### src/rtl/alu_arbiter_pkg.sv
// Shared definitions for the two-client ALU arbiter.
// ALU op codes, flag bit positions and response-slot encoding.
package alu_arbiter_pkg;

    localparam logic [3:0] ALU_AND  = 4'b0000;
    localparam logic [3:0] ALU_OR   = 4'b0001;
    localparam logic [3:0] ALU_ADD  = 4'b0010;
    localparam logic [3:0] ALU_SUB  = 4'b0011;
    localparam logic [3:0] ALU_SLT  = 4'b0100;
    localparam logic [3:0] ALU_SLL  = 4'b0101;
    localparam logic [3:0] ALU_SRL  = 4'b0110;
    localparam logic [3:0] ALU_XOR  = 4'b0111;
    localparam logic [3:0] ALU_NOR  = 4'b1000;
    localparam logic [3:0] ALU_NAND = 4'b1001;

    localparam int NZCV_N = 3;
    localparam int NZCV_Z = 2;
    localparam int NZCV_C = 1;
    localparam int NZCV_V = 0;

    localparam logic [0:0] SLOT_EMPTY = 1'b0;
    localparam logic [0:0] SLOT_FULL  = 1'b1;

    typedef struct packed {
        logic [3:0]  op;
        logic [31:0] a;
        logic [31:0] b;
    } alu_req_t;

endpackage

### src/rtl/alu_arbiter_rr_arb2.sv
// Two-way arbiter: round-robin, or r0 priority with r1 starvation guard.
// Produces a one-hot grant already qualified by request and enable.
module rr_arb2 #(
    parameter int MODE         = 0,
    parameter int STARVE_LIMIT = 4
) (
    input  logic       clk,
    input  logic       rst,
    input  logic [1:0] req,
    input  logic       en,
    output logic [1:0] grant
);

    localparam int CW = $clog2(STARVE_LIMIT + 1);
    localparam logic [CW-1:0] LIMIT = CW'(STARVE_LIMIT);

    logic          last_grant;
    logic [CW-1:0] starve_cnt;
    logic          pick1;

    always_comb begin
        pick1 = 1'b0;
        if (MODE == 0)
            pick1 = req[1] & (~req[0] | ~last_grant);
        else
            pick1 = req[1] & (~req[0] | (starve_cnt == LIMIT));
        grant = 2'b00;
        if (en)
            grant = pick1 ? 2'b10 : {1'b0, req[0]};
    end

    // last_grant resets to r1 so the first tie goes to r0
    always_ff @(posedge clk or posedge rst) begin
        if (rst) begin
            last_grant <= 1'b1;
            starve_cnt <= '0;
        end else begin
            if (|grant)
                last_grant <= grant[1];
            if (!req[1] || grant[1])
                starve_cnt <= '0;
            else if (en && starve_cnt != LIMIT)
                starve_cnt <= starve_cnt + 1'b1;
        end
    end

endmodule

### src/rtl/alu_arbiter.sv
// Shares the EX-stage ALU between two valid/ready clients and
// registers the result into a single tagged response slot.
module alu_arbiter
    import alu_arbiter_pkg::*;
#(
    parameter int TAG_W        = 4,
    parameter int MODE         = 0,
    parameter int STARVE_LIMIT = 4
) (
    input  logic             clk,
    input  logic             rst,
    input  logic             r0_valid,
    output logic             r0_ready,
    input  logic [3:0]       r0_op,
    input  logic [31:0]      r0_a,
    input  logic [31:0]      r0_b,
    input  logic [TAG_W-1:0] r0_tag,
    input  logic             r1_valid,
    output logic             r1_ready,
    input  logic [3:0]       r1_op,
    input  logic [31:0]      r1_a,
    input  logic [31:0]      r1_b,
    input  logic [TAG_W-1:0] r1_tag,
    output logic [31:0]      alu_i1,
    output logic [31:0]      alu_i2,
    output logic [3:0]       alu_ctr,
    input  logic [31:0]      alu_result,
    input  logic [3:0]       alu_nzcv,
    output logic             rsp_valid,
    input  logic             rsp_ready,
    output logic             rsp_id,
    output logic [TAG_W-1:0] rsp_tag,
    output logic [31:0]      rsp_result,
    output logic [3:0]       rsp_nzcv
);

    logic       can_accept;
    logic       hs;
    logic [1:0] grant;
    logic [0:0] state;
    alu_req_t   sel;
    logic [TAG_W-1:0] sel_tag;

    assign can_accept = (state == SLOT_EMPTY) | rsp_ready;

    rr_arb2 #(
        .MODE         (MODE),
        .STARVE_LIMIT (STARVE_LIMIT)
    ) u_arb (
        .clk   (clk),
        .rst   (rst),
        .req   ({r1_valid, r0_valid}),
        .en    (can_accept & ~rst),
        .grant (grant)
    );

    assign r0_ready = grant[0];
    assign r1_ready = grant[1];
    assign hs       = |grant;

    always_comb begin
        sel     = '0;
        sel_tag = '0;
        unique case (1'b1)
            grant[0]: begin
                sel     = '{op: r0_op, a: r0_a, b: r0_b};
                sel_tag = r0_tag;
            end
            grant[1]: begin
                sel     = '{op: r1_op, a: r1_a, b: r1_b};
                sel_tag = r1_tag;
            end
            default: ;
        endcase
    end

    assign alu_i1  = sel.a;
    assign alu_i2  = sel.b;
    assign alu_ctr = sel.op;

    // Async reset drops an in-flight response without a clock
    always_ff @(posedge clk or posedge rst) begin
        if (rst) begin
            state      <= SLOT_EMPTY;
            rsp_id     <= 1'b0;
            rsp_tag    <= '0;
            rsp_result <= '0;
            rsp_nzcv   <= '0;
        end else if (hs) begin
            state      <= SLOT_FULL;
            rsp_id     <= grant[1];
            rsp_tag    <= sel_tag;
            rsp_result <= alu_result;
            rsp_nzcv   <= alu_nzcv;
        end else if (rsp_ready) begin
            state <= SLOT_EMPTY;
        end
    end

    assign rsp_valid = (state == SLOT_FULL);

endmodule

### config.mk
export PLATFORM = sky130hd
export DESIGN_NAME = alu_arbiter
export DESIGN_NICKNAME = d
export VERILOG_FILES = /design/src/rtl/alu_arbiter_pkg.sv /design/src/rtl/alu_arbiter_rr_arb2.sv /design/src/rtl/alu_arbiter.sv
export SDC_FILE = /design/constraint.sdc
export NUM_CORES = 1
export LEC_CHECK = 0
export CAP_MARGIN = 40
export CORE_AREA = 2 2 116 118
export DETAILED_ROUTE_END_ITERATION = 16
export DIE_AREA = 0 0 118 120
export GPL_TIMING_DRIVEN = 0
export PLACE_DENSITY = 0.69
export SLEW_MARGIN = 20
export SYNTH_ARGS = -nofsm -noshare
export SYNTH_HDL_FRONTEND = slang
export SYNTH_HIERARCHICAL = 1
export SYNTH_SLANG_ARGS = --single-unit
### constraint.sdc
create_clock -name clk -period 8.5 [get_ports clk]
set_input_delay 1.275 -clock clk [delete_from_list [all_inputs] [get_ports clk]]
set_output_delay 1.275 -clock clk [all_outputs]
set_load 0.02 [all_outputs]
# Yosys cells after proc, flatten, opt, wreduce, memory -nomap -nowiden
# Index checks and enable logic that the tools add are counted.
classes:
  n_eq_ne: 0
  bitwise_logic: 8
  n_addsub: 0
  shifts: 0
  n_mul: 0
  order_cmp: 0
  reduce_logical: 2
  n_div: 0
  muxes: 6
op_table:
  columns: ["cell", "n"]
  rows:
  - ["one-hot mux 68 bit (2 select lines)", 1]
  - ["one-hot mux 4 bit (2 select lines)", 1]
  - ["two-way mux 2 bit", 2]
  - ["inverter 1 bit", 4]
  - ["bitwise AND 1 bit", 2]
  - ["two-way mux 1 bit", 2]
  - ["OR 1 bit", 2]
  - ["nonzero test 2 bit", 1]
  - ["OR reduction 2 bit", 1]
totals:
  rom_bits: 0
  n_memories: 0
  register_bits: 43
  latch_bits: 0
  wordCells: 22
  ramBits: 0
  out_inout_bits: 112

# Depth between registers and ports, before layout
depth:
  ltp_word: 7
  ltp_mapped: 8
  mapped_depth_nobuf: 6

# Modules after synthesis
# The synthesis kept the hierarchy.
by_module_without_submodules:
  columns: ["mod", "cells_each", "area_per_inst_um2", "n_inst"]
  rows:
  - ["alu_arbiter", 181, 2347.3, 1]
  - ["rr_arb2", 9, 66.3, 1]

# Worst setup path after synthesis
# OpenSTA, ideal clock, no wires.
synth_timing:
  path_type: "input-to-output"
  startpoint: "in rst"
  endpoint: "out alu_ctr[0]"
  cell_stages: 7
  slack_ns: 3.517
  arrival_ns: 3.708
  n_path_buf: 2
  path_cell_list: "inv_1 -> o21a_1 -> nand2_1 -> a21oi_1 -> buf_6 -> buf_2 -> a22o_1"
synth_between:
  elab_chain_len: 4
synth_lines:
  columns: ["item", "line_no", "source"]
  rows:
  - ["start: declaration", "alu_arbiter.sv:11", "input logic rst,"]
  - ["inverter 1 bit", "alu_arbiter.sv:53", ".en (can_accept & ~rst),"]
  - ["bitwise AND 1 bit", "alu_arbiter.sv:53", null]
  - ["two-way mux 2 bit", "alu_arbiter_rr_arb2.sv:28", "if (en)"]
  - ["via r1_ready", "alu_arbiter.sv:19", "output logic r1_ready,"]
  - ["one-hot mux 68 bit (2 select lines)", "alu_arbiter.sv:64", "unique case (1'b1)"]
  - ["end: declaration", "alu_arbiter.sv:26", "output logic [3:0] alu_ctr,"]
# The timed path passes the listed nets, and every way through them passes these cells.

# Worst setup path after layout
layout_timing:
  startpoint: "in rst"
  endpoint: "out alu_i1[24]"
layout_between:
  elab_chain_len: 4
layout_lines:
  columns: ["item", "line_no", "source"]
  rows:
  - ["inverter 1 bit", "alu_arbiter.sv:53", null]
  - ["bitwise AND 1 bit", "alu_arbiter.sv:53", null]
  - ["two-way mux 2 bit", "alu_arbiter_rr_arb2.sv:28", null]
  - ["one-hot mux 68 bit (2 select lines)", "alu_arbiter.sv:64", null]
  - ["end: declaration", "alu_arbiter.sv:24", "output logic [31:0] alu_i1,"]
# No other way between the ends.

==> qor.yml <==
timing:
  setup_viol: 0
  tns_ps: 0
  skew_ps: 7.03
  post-route-period-util: 0.641
  finalCriticalPeriod_ps: 5450
  fmax_mhz: 183
  hold_ws_ps: 477
  slew_viol_final: 0
  hold_viol: 0
  relSlewSlack: 0.705
  worst_pin_slew_ps: 443
  rsz0062_at_grt: "no"
global_routing:
  grt_pass1_wl_um: 18000
  grt_max_degree: 33
  antenna_found_initial: 3
  grt_usage: 0.165
  first_global_vias: 3062
  grt-ovfl-total: 0
yosys:
  synth_edf_count: 0
  synthDistinctLibCells: 16
  ys_top_cells_by_count: "a22o_1 (72), dfrtp_1 (42), mux2_2 (26)"
  yosysMostFrequentCell: "a22o_1"
  syn_area_mm2: 0.00241
  postSynth.asyncResetShare: 1.00
  syn-num-nets: 375
  synth_ff_type: "dfrtp_1"
  yosys_warnings: 6
  ys_ff_latch: 43
  syn-mean-instance-area_um2: 12.7
  ys_seq_area_frac: 0.446
  synthDominantCellAreaShare: 0.435
  yosys-top-cells-area: "dfrtp_1 (44%), a22o_1 (26%), mux2_2 (12%), mux2_4 (6.2%), buf_6 (3.7%)"
  syn_inst: 190
  yosysTopAreaCell: "dfrtp_1"
die:
  pin_count: 297
  core-area_mm2: 0.0130
  die_w_um: 118
  row_count: 42
  initial_core_util: 0.186
  die_h_um: 120
  dieArea_mm2: 0.0142
detailed_routing:
  routed-via-count: 2923
  drc: 0
  routedWlPerCell_um: 18.4
  wirelength_um: 12400
  drtPass1Iterations: 4
  drt_iter0_drc: 103
  via_per_inst: 4.34
  ant_nets: 0
power_and_ir_drop:
  p_leak_nw: 2.37
  powerDensity_mw_per_mm2: 182
  max-vdd-ir-drop_mv: 0.121
  report.power.total_w: 0.00105
clocking:
  clkLatencyLatePin_ps: 280
  clockBufferDepth: 2
  clock-sinks: 43
  numCtsBuffers: 5
  cts_tree: "yes"
  cts_max_level: 2
  cts_setup_buffers: 0
  clock-root-buffer: "clkbuf_16"
  postCtsResizedCells: 0
  hold_buffers: 0
  clkSlewWorstSetupHoldPaths_ps: 60
worst_setup_path:
  cp.depth: 10
  worst_r2r_path_depth: 7
  path_buf_inv: 6
  worstSetupEndpointType: "primary output"
  cp.required_ps: 7220
  r2r_end: "rsp_nzcv[1]$_DFFE_PP0P_"
  cp_slowest_cell: "clkdlybuf4s50_1"
  worstSetupPathType: "primary input to primary output"
  cpPeakStageDelay_ps: 610
  cp_max_fo: 32
  worstSetupStartpointType: "primary input"
  crit_family: "buffers and inverters"
  reg2reg_setup_slack_ps: 6680
  crit_top_cell: "clkdlybuf4s50_1"
  crit_chain: "clkdlybuf4s50_1 -> inv_2 -> buf_12 -> o21a_1 -> nand2_1 -> a21oi_1 -> buf_6 -> buf_2 -> a22o_1 -> clkdlybuf4s50_1"
  critPathArrivalTime_ps: 4180
  rr_startpoint: "rsp_valid$_DFFE_PP0P_"
placement:
  place.gp.congestion: 0.891
  post_dp_cell_area_mm2: 0.00562
  hpwlAfterDp_um: 10600
  portBuffers: 296
run:
  maxCapViolCount: 0
finish:
  seq_area_mm2: 0.00108
  drive_above_1_share: 0.139
  layout.nets: 679
  final_cell_area_mm2: 0.00578
  nFillCells: 1251
  area_growth_pct: 139
  multi_input_area_mm2: 0.00117
worst_hold_path:
  min_to: "rsp_tag[1]$_DFFE_PP0P_"
  hp-class: "flop to flop"
  hold_start: "rsp_tag[1]$_DFFE_PP0P_"
  min_path_cells: 1
status:
  outcome: "complete, no violations"
## per-stage QoR
step,instances,setup WS (ps),utilization
floorplan,190,3520,-
global placement,662,2250,0.431
detailed placement,663,3060,0.433
CTS,671,3010,0.444
global route,674,2840,0.445
finish,674,3050,0.445
## final cells by class
class | count | share of cell area
clock inverters | 2 | 0.00238
plain buffers | 20 | 0.0260
well taps | 176 | 0.0381
repair buffers | 297 | 0.516
inverters | 5 | 0.00325
clock buffers | 6 | 0.0240
multi-input cells | 122 | 0.202
diodes | 3 | 0.00130
flip-flops and latches | 43 | 0.186
## power by group
part,switching (W),leakage (nW),internal [W]
clock,0.0000794,0.0773,0.000117
sequential,0.0000322,0.504,0.000267
combinational,0.000238,1.79,0.000318
total,0.000350,2.37,0.000703
## layer usage
layer	vias up	GRT usage	part of all wire
met5	-	0	0
met4	0	0.0459	0.022
met3	13	0.0594	0.090
met2	160	0.288	0.50
met1	1395	0.191	0.38
li1	1355	-	-
## state kept, by name (all words and copies together), names as in the netlist
register / count
rsp_result: 32
rsp_nzcv: 4
rsp_tag: 4
rsp_id: 1
rsp_valid: 1
u_arb/last_grant: 1
## worst register-to-register path: cells and delay by family (launching register included)
family / cells / cell delay (ps)
and+or+nand+nor: 2 / 210
AOI/OAI and AO/OA: 2 / 530
DFF: 1 / 380
buffers and inverters: 2 / 280
muxes: 1 / 310
## worst max path at each step
stage	endpoint	start	slack (ps)
floorplan	alu_ctr[0]	rst	3520
global placement	alu_ctr[0]	rst	2250
detailed placement	alu_i1[21]	rst	3060
CTS	alu_ctr[0]	rst	3010
global route	alu_ctr[0]	rst	2840
finish	alu_i1[24]	rst	3050
## placed cells by master, fill, tap and decap left out, drive strengths merged
cell type / count
clkdlybuf4s50: 296
a22o: 72
dfrtp: 42
mux2: 36
buf: 21
clkbuf: 6
inv: 6
a21o: 5
diode: 3
a21oi: 3
nand2: 2
nor2: 1
o21a: 1
o21ai: 1
clkinv: 1
and3: 1
dfstp: 1
## logic make-up after synthesis
logic type | after synthesis | synth area share
flops | 43 | 0.446
mux | 36 | 0.184
compound gates | 82 | 0.290
buf+inv | 25 | 0.0700
simple gates | 4 | 0.0104
Note: power is estimated with default switching activity, not from simulation.
